### src/rtl/mouse_pkg.sv
// mouse_pkg -- shared constants for the mouse input conditioning block.
//   Default position width and clamp limits, plus the button channel index map
//   (left/right/middle) so callers never hard-code bit positions.
package mouse_pkg;

  localparam int POS_W_DEF   = 12;
  localparam int X_MAX_DEF   = 1023;
  localparam int Y_MAX_DEF   = 767;
  localparam int BTN_N_DEF   = 3;

  localparam int BTN_LEFT    = 0;
  localparam int BTN_RIGHT   = 1;
  localparam int BTN_MIDDLE  = 2;

endpackage

### src/rtl/mouse_sync_btn_debounce.sv
// btn_debounce -- one button channel: synchronizer chain, optional debounce
// filter, registered press/release pulses.
//   Build option: define MOUSE_SYNC_DEBOUNCE_EN to enable the debounce counter.
//   Ports:
//     clk, rst      clock, synchronous active-high reset
//     btn_in        raw asynchronous button level
//     btn_out       conditioned level
//     btn_press     one-cycle pulse in the first cycle btn_out shows 1
//     btn_release   one-cycle pulse in the first cycle btn_out shows 0
module btn_debounce #(
  parameter int SYNC_STAGES     = 2,
  parameter int DEBOUNCE_CYCLES = 4
) (
  input  logic clk,
  input  logic rst,
  input  logic btn_in,
  output logic btn_out,
  output logic btn_press,
  output logic btn_release
);

  logic [SYNC_STAGES-1:0] r_sync;
  logic                   r_out;
  logic                   r_press;
  logic                   r_release;
  logic                   w_lvl;
  logic                   w_next;

  // Plain flop chain: nothing between stages so each stage gets a full cycle
  // to resolve metastability.
  always_ff @(posedge clk) begin
    if (rst) r_sync <= '0;
    else     r_sync <= {r_sync[SYNC_STAGES-2:0], btn_in};
  end

  assign w_lvl = r_sync[SYNC_STAGES-1];

`ifdef MOUSE_SYNC_DEBOUNCE_EN
  localparam int CNT_W = $clog2(DEBOUNCE_CYCLES + 1);

  logic [CNT_W-1:0] r_cnt;
  logic [CNT_W-1:0] w_cnt_nxt;

  // Count cycles the synchronized level disagrees with the output; any agreeing
  // cycle restarts the count, so short pulses never reach the terminal value.
  always_comb begin
    w_next    = r_out;
    w_cnt_nxt = '0;
    if (w_lvl != r_out) begin
      if (r_cnt == CNT_W'(DEBOUNCE_CYCLES - 1)) w_next    = w_lvl;
      else                                      w_cnt_nxt = r_cnt + 1'b1;
    end
  end

  always_ff @(posedge clk) begin
    if (rst) r_cnt <= '0;
    else     r_cnt <= w_cnt_nxt;
  end
`else
  // No filtering: output is the last sync stage delayed one register.
  always_comb begin
    w_next = w_lvl;
  end
`endif

  // Pulses are derived from the next output value so they line up with the
  // first cycle btn_out carries the new level.
  always_ff @(posedge clk) begin
    if (rst) begin
      r_out     <= 1'b0;
      r_press   <= 1'b0;
      r_release <= 1'b0;
    end else begin
      r_out     <= w_next;
      r_press   <= w_next & ~r_out;
      r_release <= ~w_next & r_out;
    end
  end

  assign btn_out     = r_out;
  assign btn_press   = r_press;
  assign btn_release = r_release;

endmodule

### src/rtl/mouse_sync.sv
// mouse_sync -- registers and clamps mouse position updates and conditions the
// button inputs (synchronize, optional debounce, press/release pulses).
//   Build option: define MOUSE_SYNC_DEBOUNCE_EN to enable button debouncing.
//   Ports:
//     clk, rst                 clock, synchronous active-high reset
//     x_pos_in, y_pos_in       raw coordinates, sampled when pos_valid_in=1
//     pos_valid_in             one-cycle update strobe
//     btn_in                   raw asynchronous button levels
//     x_pos_out, y_pos_out     clamped coordinates, held between updates
//     pos_valid_out            strobe one cycle after pos_valid_in
//     btn_out                  conditioned button levels
//     btn_press, btn_release   per-channel edge pulses on btn_out
module mouse_sync
  import mouse_pkg::*;
#(
  parameter int POS_W           = POS_W_DEF,
  parameter int BTN_N           = BTN_N_DEF,
  parameter int SYNC_STAGES     = 2,
  parameter int DEBOUNCE_CYCLES = 4,
  parameter int X_MAX           = X_MAX_DEF,
  parameter int Y_MAX           = Y_MAX_DEF
) (
  input  logic             clk,
  input  logic             rst,
  input  logic [POS_W-1:0] x_pos_in,
  input  logic [POS_W-1:0] y_pos_in,
  input  logic             pos_valid_in,
  input  logic [BTN_N-1:0] btn_in,
  output logic [POS_W-1:0] x_pos_out,
  output logic [POS_W-1:0] y_pos_out,
  output logic             pos_valid_out,
  output logic [BTN_N-1:0] btn_out,
  output logic [BTN_N-1:0] btn_press,
  output logic [BTN_N-1:0] btn_release
);

  localparam logic [POS_W-1:0] X_LIM = POS_W'(X_MAX);
  localparam logic [POS_W-1:0] Y_LIM = POS_W'(Y_MAX);

  logic [POS_W-1:0] r_x;
  logic [POS_W-1:0] r_y;
  logic             r_vld;
  logic [POS_W-1:0] w_x_clamp;
  logic [POS_W-1:0] w_y_clamp;

  // Unsigned saturate at the limit; values at the limit pass unchanged.
  assign w_x_clamp = (x_pos_in > X_LIM) ? X_LIM : x_pos_in;
  assign w_y_clamp = (y_pos_in > Y_LIM) ? Y_LIM : y_pos_in;

  always_ff @(posedge clk) begin
    if (rst) begin
      r_x   <= '0;
      r_y   <= '0;
      r_vld <= 1'b0;
    end else begin
      r_vld <= pos_valid_in;
      if (pos_valid_in) begin
        r_x <= w_x_clamp;
        r_y <= w_y_clamp;
      end
    end
  end

  assign x_pos_out     = r_x;
  assign y_pos_out     = r_y;
  assign pos_valid_out = r_vld;

  for (genvar g = 0; g < BTN_N; g++) begin : g_btn
    btn_debounce #(
      .SYNC_STAGES     (SYNC_STAGES),
      .DEBOUNCE_CYCLES (DEBOUNCE_CYCLES)
    ) u_btn (
      .clk         (clk),
      .rst         (rst),
      .btn_in      (btn_in[g]),
      .btn_out     (btn_out[g]),
      .btn_press   (btn_press[g]),
      .btn_release (btn_release[g])
    );
  end

endmodule

### config.mk
export PLATFORM = sky130hd
export DESIGN_NAME = mouse_sync
export DESIGN_NICKNAME = d
export VERILOG_FILES = /design/src/rtl/mouse_pkg.sv /design/src/rtl/mouse_sync_btn_debounce.sv /design/src/rtl/mouse_sync.sv
export SDC_FILE = /design/constraint.sdc
export NUM_CORES = 1
export LEC_CHECK = 0
export CAP_MARGIN = 10
export CORE_MARGIN = 3
export CORE_UTILIZATION = 43
export DETAILED_ROUTE_END_ITERATION = 8
export PLACE_DENSITY = 0.91
export RECOVER_POWER = 50
export SLEW_MARGIN = 15
export SYNTH_ARGS = -nofsm -noshare
export SYNTH_HDL_FRONTEND = slang
export SYNTH_SLANG_ARGS = --single-unit
### constraint.sdc
create_clock -name clk -period 2 [get_ports clk]
set_input_delay 0.4 -clock clk [delete_from_list [all_inputs] [get_ports clk]]
set_output_delay 0.4 -clock clk [all_outputs]
set_load 0.01 [all_outputs]
Yosys cells after proc, flatten, opt, wreduce, memory -nomap -nowiden --
Index checks and enable logic that the tools add are counted.
Operators by class: bitwise operators 12, divide/modulo/power cells 0, $lt $le $gt $ge 2, add/sub/neg operators 0, reductions and logical operators 0, equal/unequal tests 0, multiply operators 0, shifts and indexed selects 0, muxes and demuxes 2
Operators with widths (count):
- 12-bit by 10-bit > comparator with 1-bit output, second input constant | 2
- 12-bit 2-to-1 mux | 2
- 1-bit bitwise AND | 6
- 1-bit NOT | 6
Word-level totals: bits in writable memories 0, bits in read-only memories 0, bits in registers 40, bits in latches 0, word-level logic and storage cells 31, memories kept 0

Depth between registers and ports, before layout --
depth after elaboration 2, gate-level depth with buffers 4, mapped depth without buffers 2

Hierarchy --
A second synthesis with hierarchy kept.
Unflattened totals: cells, all modules 129, area, all modules 1326.3 um^2
Modules (own cells, without submodules):
- mouse_sync | area each 924.6 um^2, cells each 99, instances 1
- btn_debounce | area each 133.9 um^2, cells each 10, instances 3

Least setup slack after synthesis --
Ideal clock, no wire load.
kind in2reg, start in rst, end reg r_x[10] (netlist: x_pos_out[10]), cell stages on the path 4, buffers on the path 2, data arrival time 930 ps, setup slack 955 ps, cells stage by stage buf_2 > buf_2 > nor2_1 > and2_1
RTL lines:
- start, declared | RTL line mouse_sync.sv:24 | input logic rst,
- end signal, assigned | RTL line mouse_sync.sv:58 | r_x <= w_x_clamp;
- end, declared | RTL line mouse_sync.sv:40 | logic [POS_W-1:0] r_x;

Worst setup path in the final report --
start reg r_y[7] (netlist: y_pos_out[7]), end out y_pos_out[7]
RTL lines:
- start, declared | RTL line mouse_sync.sv:41 | logic [POS_W-1:0] r_y;
- start signal, assigned | RTL line mouse_sync.sv:59 | r_y <= w_y_clamp;
- end, declared | RTL line mouse_sync.sv:30 | output logic [POS_W-1:0] y_pos_out,
No word-level cell between the ends.

==> impl_metrics.ini <==
[critical_path]
start_kind = flip-flop
cp_slowest_cell = clkdlybuf4s50_1
worst_ep_required_time_ns = 1.60
cp_cell_sequence = clkdlybuf4s50_1
critPathMaxFanout = 2
setup.worst_path.class = flip-flop to output pin
crit_arrival_ns = 1.27
crit_buf_inv = 1
endpoint_kind = output pin
slowest_delay_ns = 0.56
crit_family = buffers and inverters

[clocking]
clk_pin_slew_worst_paths_ns = 0.12
ctsResizeCount = 0
cts-root-buf = clkbuf_4
numClockSinks = 40
cts_buffers = 5
cts_tree = built
insertion_delay_ns = 0.34
hold_buffers = 0
clock_path_buffers = 2
cts_setup_buffers = 0
htree_num_levels = 2

[cells_and_area]
fin_nets = 225
register_area_um2 = 800.8
multi_input_area_um2 = 461.7
num_antenna_cells = 0
drive_gt1_frac = 0.05612
n_fill_cell = 270
fin_area_um2 = 2098
postLayoutCoreUtil = 0.6762
area_growth_pct = 48.28

[global_routing]
grt_usage = 0.1575
grt_pass1_wl_um = 4954
grt.overflow.total = 0
grt_max_degree = 36
grt_pass1_vias = 1097
antenna_found_initial = 0

[timing]
report.final.slew_viol_count = 0
rsz0062_at_grt = no
finalHoldViolCount = 0
fin_tns_setup_ns = 0
worst_pin_slew_ns = 0.6820
fin_crit_sh = 0.8357
slew_headroom = 0.5454
max_freq_ghz = 0.5983
skew_ns = 0.004096
fin_crit_ns = 1.671
finalSetupViolCount = 0
hold_slack_ns = 0.4179

[placed_design]
io_buffers = 63
post-dp-hpwl_um = 2119
dpl_cell_area_um2 = 2029
routabilityCongestion = 0.7173

[route]
met2WireLength_um = 1417
firstDrtPassIters = 4
vias = 1128
wirelength_um = 2960
top_layer_used = met4
drc = 0
met3RoutedLength_um = 186
met1Wirelength_um = 1289
drtAntennaViolNets = 0
drt_iter0_markers = 27
viasPerCell = 4.700
wl_per_cell_um = 12.33

[worst_hold_path]
min_path_type = flip-flop to flip-flop

[job]
maxCapViolations = 0

[floorplan]
rows = 20
die_area_um2 = 4015
boundaryPins = 64
die_y_um = 63.37
die_x_um = 63.37
core-area_um2 = 3103
start_util = 0.4560

[synthesis]
synth_top_area_share = 0.5659
synth_edf_count = 0
ys_seq_area_frac = 0.5659
synth_area_um2 = 1415
ys.flop_type = dfxtp_1
yosysMostFrequentCell = dfxtp_1
synth.distinct_cells = 16
yosys-top-cells-count = dfxtp_1, nor2_1, a211oi_1
yosys.area.top_type = dfxtp_1
synthTopCellsByArea = dfxtp_1, a211oi_1, nor2b_1
async_flop_share = 0
avgSynthCellArea_um2 = 10.04
synth_nets = 171
synth_cells = 141
ys_warn_count = 0
ys_ff_latch = 40

[outcome]
status = finished, final reports clean

[power_and_ir_drop]
leakage_nw = 0.8155
power_density_nw_per_um2 = 769.9
p_total_mw = 1.616
max-vdd-ir-drop_mv = 0.4865
power breakdown:
part	internal (mW)	leakage [nW]	total (mW)	switching, mW
Clock	0.267	0.0418	0.531	0.264
Sequential	0.837	0.330	0.857	0.0193
Combinational	0.139	0.443	0.228	0.0889
Total	1.24	0.816	1.62	0.372
placed cells by master (no fill, tap or decap), drive strengths merged:
cell type / instances
clkdlybuf4s50: 62
dfxtp: 40
nor2: 20
a211oi: 19
nor2b: 13
inv: 12
nor4b: 8
clkbuf: 6
nor3b: 5
and2: 4
nor3: 1
a41o: 1
nand2: 1
clkinvlp: 1
bufinv: 1
dlygate4sd3: 1
buf: 1
worst paths after layout:
kind / start / endpoint / slack [ns] / cells after the start
worst min-delay path: g_btn[1].u_btn.r_sync[1] / g_btn[1].u_btn.btn_release / 0.42 / 1
worst min register to register: g_btn[1].u_btn.r_sync[1] / g_btn[1].u_btn.btn_release / 0.42 / 1
worst max register to register: y_pos_out[8] / y_pos_out[8] / 1.23 / 2
worst max-delay path: y_pos_out[7] / y_pos_out[7] / 0.33 / 1
logic make-up (layout without fill, tap and decap cells):
group           after synthesis  count (layout)  share of synthesized area
simple gates                 52              52                     0.2184
flops                        40              40                     0.5659
buf+inv                      29              84                     0.1079
compound gates               20              20                     0.1079
per-layer routing:
metal	global-route usage	vias up
met5	0	-
met1	0.1797	507
met2	0.2608	43
li1	-	571
met3	0.04991	7
met4	0.08356	0
state kept, by name (all words and copies together) (netlist names):
| register | count |
|---|---|
| g_btn.u_btn.btn_out | 3 |
| x_pos_out | 12 |
| g_btn.u_btn.btn_release | 3 |
| pos_valid_out | 1 |
| y_pos_out | 12 |
| g_btn.u_btn.btn_press | 3 |
| g_btn.u_btn.r_sync | 6 |
area by class of cell:
| class | instances | area share |
|---|---|---|
| Inverter | 11 | 0.01968 |
| Tap cell | 44 | 0.02624 |
| Sequential cell | 40 | 0.3816 |
| Clock inverter | 3 | 0.02206 |
| Clock buffer | 5 | 0.01789 |
| Multi-Input combinational cell | 72 | 0.2200 |
| Timing Repair Buffer | 65 | 0.3125 |
per-stage QoR:
step,cells,setup WS (ns)
2_1_floorplan,141,0.9549
6_report,240,0.3286
3_5_place_dp,232,0.3134
5_1_grt,240,0.2458
3_3_place_gp,232,0.3871
4_1_cts,240,0.3157
Note: power is estimated with default switching activity, not from simulation.
